File: config.mk
export PLATFORM = sky130hd
export DESIGN_NAME = reg_command_sequencer
export DESIGN_NICKNAME = d
export VERILOG_FILES = /design/src/rtl/reg_command_sequencer.sv
export SDC_FILE = /design/constraint.sdc
export NUM_CORES = 1
export LEC_CHECK = 0
export CAP_MARGIN = 20
export CORE_MARGIN = 2
export CORE_UTILIZATION = 47
export CTS_CLUSTER_DIAMETER = 100
export DETAILED_ROUTE_END_ITERATION = 8
export GPL_ROUTABILITY_DRIVEN = 0
export GPL_TIMING_DRIVEN = 1
export PLACE_DENSITY = 0.76
export SLEW_MARGIN = 20
export SYNTH_ARGS = -nofsm -noshare
export SYNTH_HDL_FRONTEND = slang
export SYNTH_SLANG_ARGS = --single-unit
File: constraint.sdc
create_clock -name Clock -period 2.2 [get_ports Clock]
set_input_delay 0.44 -clock Clock [delete_from_list [all_inputs] [get_ports Clock]]
set_output_delay 0.44 -clock Clock [all_outputs]
set_load 0.05 [all_outputs]
File: src/rtl/reg_command_sequencer.sv
// -----------------------------------------------------------------------------
// reg_command_sequencer
//
// Turns single commands into the enable / function-select / data sequence that
// drives a 16-bit register with DEC, INC, CLR, load-low and load-high
// functions.
//
//   DEC/INC : CmdCount+1 back-to-back E pulses with FunSel 000/001.
//   CLR     : one E pulse with FunSel 011.
//   LOADW   : waits for a low then a high data byte; each accepted byte yields
//             one E pulse (FunSel 100 with the low byte, FunSel 110 with the
//             high byte). A byte gap of BYTE_TIMEOUT cycles aborts the
//             command with an Error pulse.
//
// Ports
//   Clock      in   rising-edge clock
//   Reset      in   synchronous, active-high reset
//   CmdValid   in   command offered
//   CmdReady   out  command accepted this cycle if CmdValid (IDLE decode)
//   CmdOp      in   [1:0] 00 DEC, 01 INC, 10 CLR, 11 LOADW
//   CmdCount   in   [3:0] repeat count for DEC/INC (applied CmdCount+1 times)
//   ByteValid  in   data byte offered (LOADW only)
//   ByteReady  out  byte accepted this cycle if ByteValid
//   ByteIn     in   [7:0] data byte, low byte first
//   E          out  registered register enable
//   FunSel     out  [2:0] registered register function select
//   I          out  [15:0] registered register data
//   Done       out  registered pulse on the last E cycle of a command
//   Error      out  registered pulse on a LOADW byte timeout
// -----------------------------------------------------------------------------
module reg_command_sequencer #(
  parameter int BYTE_TIMEOUT = 255
) (
  input  logic        Clock,
  input  logic        Reset,
  input  logic        CmdValid,
  output logic        CmdReady,
  input  logic [1:0]  CmdOp,
  input  logic [3:0]  CmdCount,
  input  logic        ByteValid,
  output logic        ByteReady,
  input  logic [7:0]  ByteIn,
  output logic        E,
  output logic [2:0]  FunSel,
  output logic [15:0] I,
  output logic        Done,
  output logic        Error
);

  typedef enum logic [2:0] {
    IDLE    = 3'd0,
    STEP    = 3'd1,
    CLR     = 3'd2,
    WAIT_LO = 3'd3,
    WAIT_HI = 3'd4
  } state_t;

  localparam logic [1:0] OP_DEC   = 2'b00;
  localparam logic [1:0] OP_INC   = 2'b01;
  localparam logic [1:0] OP_CLR   = 2'b10;
  localparam logic [1:0] OP_LOADW = 2'b11;

  localparam logic [2:0] FS_DEC     = 3'b000;
  localparam logic [2:0] FS_INC     = 3'b001;
  localparam logic [2:0] FS_CLR     = 3'b011;
  localparam logic [2:0] FS_LOAD_LO = 3'b100;
  localparam logic [2:0] FS_LOAD_HI = 3'b110;

  localparam logic [16:0] TIMEOUT_LIMIT = 17'(BYTE_TIMEOUT);

  state_t      state, state_d;
  logic [3:0]  step_cnt, step_cnt_d;     // E pulses still to issue after this one
  logic        step_inc_q, step_inc_d;   // 1 = INC, 0 = DEC for the running STEP
  logic [15:0] idle_cnt, idle_cnt_d;     // consecutive cycles without a byte accept
  logic [16:0] idle_cnt_inc;

  logic        e_d;
  logic [2:0]  funsel_d;
  logic [15:0] i_d;
  logic        done_d;
  logic        error_d;

  logic        cmd_accept;
  logic        byte_accept;
  logic        byte_timeout;

  // Handshake decodes. In WAIT_HI the register E pulse of a byte load is
  // issued while the state still reads WAIT_HI, so ByteReady is masked by E:
  // that keeps E and ByteReady mutually exclusive and stops a byte from being
  // taken while the previous one is being written.
  assign CmdReady    = (state == IDLE);
  assign ByteReady   = (state == WAIT_LO) || ((state == WAIT_HI) && !E);
  assign cmd_accept  = CmdValid && CmdReady;
  assign byte_accept = ByteValid && ByteReady;

  // The timeout fires on the edge at which the idle counter would reach the
  // limit, so Error is visible in the cycle where the count equals the limit.
  assign idle_cnt_inc = {1'b0, idle_cnt} + 17'd1;
  assign byte_timeout = !byte_accept && (idle_cnt_inc == TIMEOUT_LIMIT);

  // ---------------------------------------------------------------------------
  // State and output registers
  // ---------------------------------------------------------------------------
  // NOTE: every flop here uses a non-blocking assignment so all registers
  // update together from the values computed in the combinational processes.
  always_ff @(posedge Clock) begin
    if (Reset) begin
      state      <= IDLE;
      step_cnt   <= '0;
      step_inc_q <= 1'b0;
      idle_cnt   <= '0;
      E          <= 1'b0;
      FunSel     <= '0;
      I          <= '0;
      Done       <= 1'b0;
      Error      <= 1'b0;
    end else begin
      state      <= state_d;
      step_cnt   <= step_cnt_d;
      step_inc_q <= step_inc_d;
      idle_cnt   <= idle_cnt_d;
      E          <= e_d;
      FunSel     <= funsel_d;
      I          <= i_d;
      Done       <= done_d;
      Error      <= error_d;
    end
  end

  // ---------------------------------------------------------------------------
  // Next-state logic
  // ---------------------------------------------------------------------------
  // NOTE: each variable gets a default at the top of the block so no path
  // leaves it unassigned, which would otherwise infer a latch.
  always_comb begin
    state_d    = state;
    step_cnt_d = step_cnt;
    step_inc_d = step_inc_q;
    idle_cnt_d = idle_cnt;

    case (state)
      IDLE: begin
        if (cmd_accept) begin
          step_cnt_d = CmdCount;
          step_inc_d = (CmdOp == OP_INC);
          idle_cnt_d = '0;
          case (CmdOp)
            OP_DEC, OP_INC: state_d = STEP;
            OP_CLR:         state_d = CLR;
            default:        state_d = WAIT_LO;
          endcase
        end
      end

      STEP: begin
        // The current cycle carries an E pulse; leave once the last has run.
        if (step_cnt == 4'd0) begin
          state_d = IDLE;
        end else begin
          step_cnt_d = step_cnt - 4'd1;
        end
      end

      CLR: state_d = IDLE;

      WAIT_LO: begin
        if (byte_accept) begin
          idle_cnt_d = '0;
          state_d    = WAIT_HI;
        end else if (byte_timeout) begin
          state_d = IDLE;
        end else begin
          idle_cnt_d = idle_cnt_inc[15:0];
        end
      end

      WAIT_HI: begin
        // Done high here marks the final high-byte write cycle.
        if (Done) begin
          state_d = IDLE;
        end else if (byte_accept) begin
          idle_cnt_d = '0;
        end else if (byte_timeout) begin
          state_d = IDLE;
        end else begin
          idle_cnt_d = idle_cnt_inc[15:0];
        end
      end

      default: state_d = IDLE;
    endcase
  end

  // ---------------------------------------------------------------------------
  // Output logic: values the output registers take on the next edge
  // ---------------------------------------------------------------------------
  always_comb begin
    e_d      = 1'b0;
    funsel_d = FS_DEC;
    i_d      = '0;
    done_d   = 1'b0;
    error_d  = 1'b0;

    case (state)
      IDLE: begin
        if (cmd_accept) begin
          case (CmdOp)
            OP_DEC: begin
              e_d      = 1'b1;
              funsel_d = FS_DEC;
              done_d   = (CmdCount == 4'd0);
            end
            OP_INC: begin
              e_d      = 1'b1;
              funsel_d = FS_INC;
              done_d   = (CmdCount == 4'd0);
            end
            OP_CLR: begin
              e_d      = 1'b1;
              funsel_d = FS_CLR;
              done_d   = 1'b1;
            end
            default: ;  // LOADW issues nothing until a byte arrives
          endcase
        end
      end

      STEP: begin
        if (step_cnt != 4'd0) begin
          e_d      = 1'b1;
          funsel_d = step_inc_q ? FS_INC : FS_DEC;
          done_d   = (step_cnt == 4'd1);
        end
      end

      WAIT_LO: begin
        if (byte_accept) begin
          e_d      = 1'b1;
          funsel_d = FS_LOAD_LO;
          i_d      = {8'h00, ByteIn};
        end else if (byte_timeout) begin
          error_d = 1'b1;
        end
      end

      WAIT_HI: begin
        if (Done) begin
          // final write cycle of the command, nothing further to issue
        end else if (byte_accept) begin
          e_d      = 1'b1;
          funsel_d = FS_LOAD_HI;
          i_d      = {8'h00, ByteIn};
          done_d   = 1'b1;
        end else if (byte_timeout) begin
          error_d = 1'b1;
        end
      end

      default: ;
    endcase
  end

endmodule
==> results of run 1 <==
per-layer routing:
layer,track usage [%],vias up,part of all wire (%)
met1,26.88,1023,42
met2,40.30,60,52
met3,3.453,12,4.4
met4,8.025,0,1.7
met5,0,-,0
li1,-,1096,-
sequential cells by signal, summed over array words and instances, names as in the netlist:
register	count
I	8
Done	1
FunSel	3
step_inc_q	1
state	3
step_cnt	4
idle_cnt	16
E	1
Error	1
synth_stat cells, drive strengths merged (2+ instances only):
library cell	instances
a21oi	15
a22o	3
a22oi	2
a31oi	13
and2	11
and3	4
buf	17
clkbuf	10
dfxtp	38
ha	8
inv	8
nand2	20
nand3	14
nand4	6
nand4b	2
nor2	27
nor2b	4
nor3	6
nor4	4
nor4b	9
o21ai	8
o22ai	2
o2bb2ai	2
o311ai	2
o31ai	8
o41ai	3
or2	3
or3	3
xnor2	3
cell usage in the layout, fill, tap and decap left out, types with 3 or more instances in the layout:
master	Yosys	routed
nand2_1	19	19
a31oi_1	13	13
ha_1	8	7
nor3_1	5	4
inv_1	8	8
a21oi_1	14	14
nand3_1	13	12
or3_1	3	3
a22o_1	3	3
o31ai_1	8	8
or2_2	3	3
xnor2_1	3	3
buf_4	10	36
nor2_1	27	27
and3_1	4	3
nor4b_1	9	9
clkbuf_8	0	6
clkdlybuf4s50_1	0	31
nand4_1	6	6
dfxtp_1	38	30
o21ai_0	6	6
nor2b_1	4	4
conb_1	1	8
and2_1	11	10
dfxtp_2	0	6
buf_12	0	3
cell type report:
type	count	area, um2	area share [%]
repair buffers	70	640.6	21.32
flip-flops and latches	38	775.7	25.81
clock inverters	2	12.51	0.4163
well taps	52	65.06	2.165
clock buffers	6	82.58	2.748
multi-input cells	206	1399	46.54
inverters	8	30.03	0.9992
worst reg2reg max path: stages, from the launching register on:
cell and delay [ps]:
dfxtp_4 370, ha_4 170, and3_4 190, nand2_4 80, nor3_4 50, or3_1 310
a2111o_2 480, a21oi_4 150, mux2_4 300
path summary, 6_finish.rpt:
check	startpoint	to	cells past startpoint
worst max register to register	idle_cnt[0]	idle_cnt[1]	8
worst min-delay path	step_inc_q	step_inc_q	2
worst max-delay path	idle_cnt[0]	idle_cnt[1]	8
worst min register to register	step_inc_q	step_inc_q	2
timing repair:
item,CTS,global route
pin swaps,2,3
setup endpoints to repair,7,15
setup buffers,0,1
resized for setup,8,8
cloned,0,0
power groups by stage:
| stage | clock network (mW) | registers (mW) | logic, mW |
|---|---|---|---|
| global route | 0.543 | 0.729 | 0.361 |
| CTS | 0.520 | 0.726 | 0.330 |
| detailed placement | 0 | 0.745 | 0.328 |
| finish | 0.503 | 0.726 | 0.331 |
| floorplan | 0 | 0.760 | 0.211 |
| global placement | 0 | 0.744 | 0.322 |
through the flow:
| stage | setup slack (ps) | cells |
|---|---|---|
| global placement | -3.954 | 373 |
| floorplan | 0.03597 | 279 |
| CTS | 5.856 | 381 |
| detailed placement | -45.00 | 373 |
| global route | -80.69 | 382 |
| finish | -6.141 | 382 |
cells by family (layout without fill, tap and decap cells):
logic type	after synthesis	count (layout)	share of synthesized area [%]
AO/OA/AOI/OAI	66	66	21.11
flip-flops	38	38	34.31
buffers and inverters	35	86	8.239
other	1	8	0.1691
AND/OR/NAND/NOR	118	118	29.12
XOR/XNOR	4	4	1.580
adder cells (fa/ha/maj)	8	8	4.515
multiplexers	2	2	0.9593
==> impl_metrics.yaml, run 1 <==
yosys:
  yosysTopAreaCell: "dfxtp_1"
  synthArstFlopShare_pct: 0
  yosys_warnings: 0
  yosys.cell_types.count: 55
  yosys.area.top_type_share_pct: 34.31
  synth-seq-cells: 38
  synth-edff-count: 0
  postSynthAreaPerCell_um2: 8.151
  synth.area.top_cells: "dfxtp_1, nor2_1, ha_1"
  synthCells: 272
  netlist_area_um2: 2217
  ys_seq_area_share_pct: 34.31
  synth_ff_type: "dfxtp_1"
timing:
  max-slew-margin-rel_pct: 66.07
  hold_slack_ps: 468.5
  worstMarginPinSlew_ps: 507.3
  min_period_ps: 2206
  setup_tns_ps: -6.141
  drv_slew: 0
  max_freq_mhz: 453.3
  grt_setup_unrepaired: "yes"
  fin_ws_ps: -6.141
  hold_violations: 0
  setup_viol: 1
  fin_worst_skew_ps: 6.141
  post-route-period-util_pct: 100.3
status:
  status: "complete, but fails checks"
  violations: "setup timing"
die:
  start_util_pct: 49.89
  die_w_um: 72.68
  die_area_um2: 5282
  io_pins: 42
  core-area_um2: 4444
  die_h_um: 72.68
  std_cell_rows: 24
power:
  clock_power_share_pct: 32.2
  p_leak_nw: 1.190
  intPower_mw: 1.086
  vdd.ir_drop.worst_mv: 0.4168
  total_power_mw: 1.560
  switching_share_pct: 30.38
  p_comb_share_pct: 21.2
  switchingPower_uw: 473.9
  cellPowerDensity_nw_per_um2: 519.0
  p_seq_share_pct: 46.6
layout:
  nets: 355
  final.fill_count: 359
  areaGrowthSynthToFinish_pct: 35.55
  fin_area_um2: 3005
  antenna-diode-count: 0
  final_util_pct: 67.62
  drive_above_1_share_pct: 23.03
clocking:
  clk_latency_ps: 290
  clk_pin_slew_worst_paths_ps: 80
  root_buffer: "clkbuf_8"
  cts_tree: "yes"
  clock_path_buffers: 2
  postCtsHoldBufs: 0
  cts_buffers: 5
  cts_max_level: 2
  clock-sinks: 38
min_path:
  hold_path.class: "flop to flop"
placed_design:
  io_buffers: 33
  placed_area_um2: 2839
  hpwl_mm: 4.221
setup_path:
  cpPeakStageDelay_ps: 480
  required_ps: 2380
  r2r_setup_slack_ps: -6
  arrival_ps: 2380
  cpMaxStageDelayCell: "a2111o_2"
  crit_path_max_fanout: 5
  cp_top_family: "compound AO/OA/AOI/OAI gates"
  endpoint_kind: "flop"
  cp.buffers_inverters: 0
  crit_path_cell_trace: "ha_4 -> and3_4 -> nand2_4 -> nor3_4 -> or3_1 -> a2111o_2 -> a21oi_4 -> mux2_4"
  crit_type: "flop to flop"
  start_kind: "flop"
drt:
  num_vias: 2191
  vias_per_cell: 5.736
  wire_per_inst_um: 14.83
  final_antenna_net_count: 0
  drt_first_pass_iters: 4
  drtIter0Drc: 133
  totalWireLength_mm: 5.664
  drc: 0
grt:
  grtUsageTotal_pct: 22.41
  grt_pass1_wl_mm: 9.321
  grt_start_max_net_pins: 21
  grt_pass1_vias: 2076
  grt-ovfl-total: 0
  antenna_found_initial: 0
run:
  maxCapViolations: 0
No activity file was read; power rests on OpenSTA's default activity.
==> run 2: changes to the inputs <==
--- a/config.mk
+++ b/config.mk
@@ -5,7 +5,6 @@
 export SDC_FILE = /design/constraint.sdc
 export NUM_CORES = 1
 export LEC_CHECK = 0
-export CAP_MARGIN = 20
 export CORE_MARGIN = 2
 export CORE_UTILIZATION = 47
 export CTS_CLUSTER_DIAMETER = 100
==> results of run 2 <==
The final DEF is identical to that of run 1; final timing and power are the same.
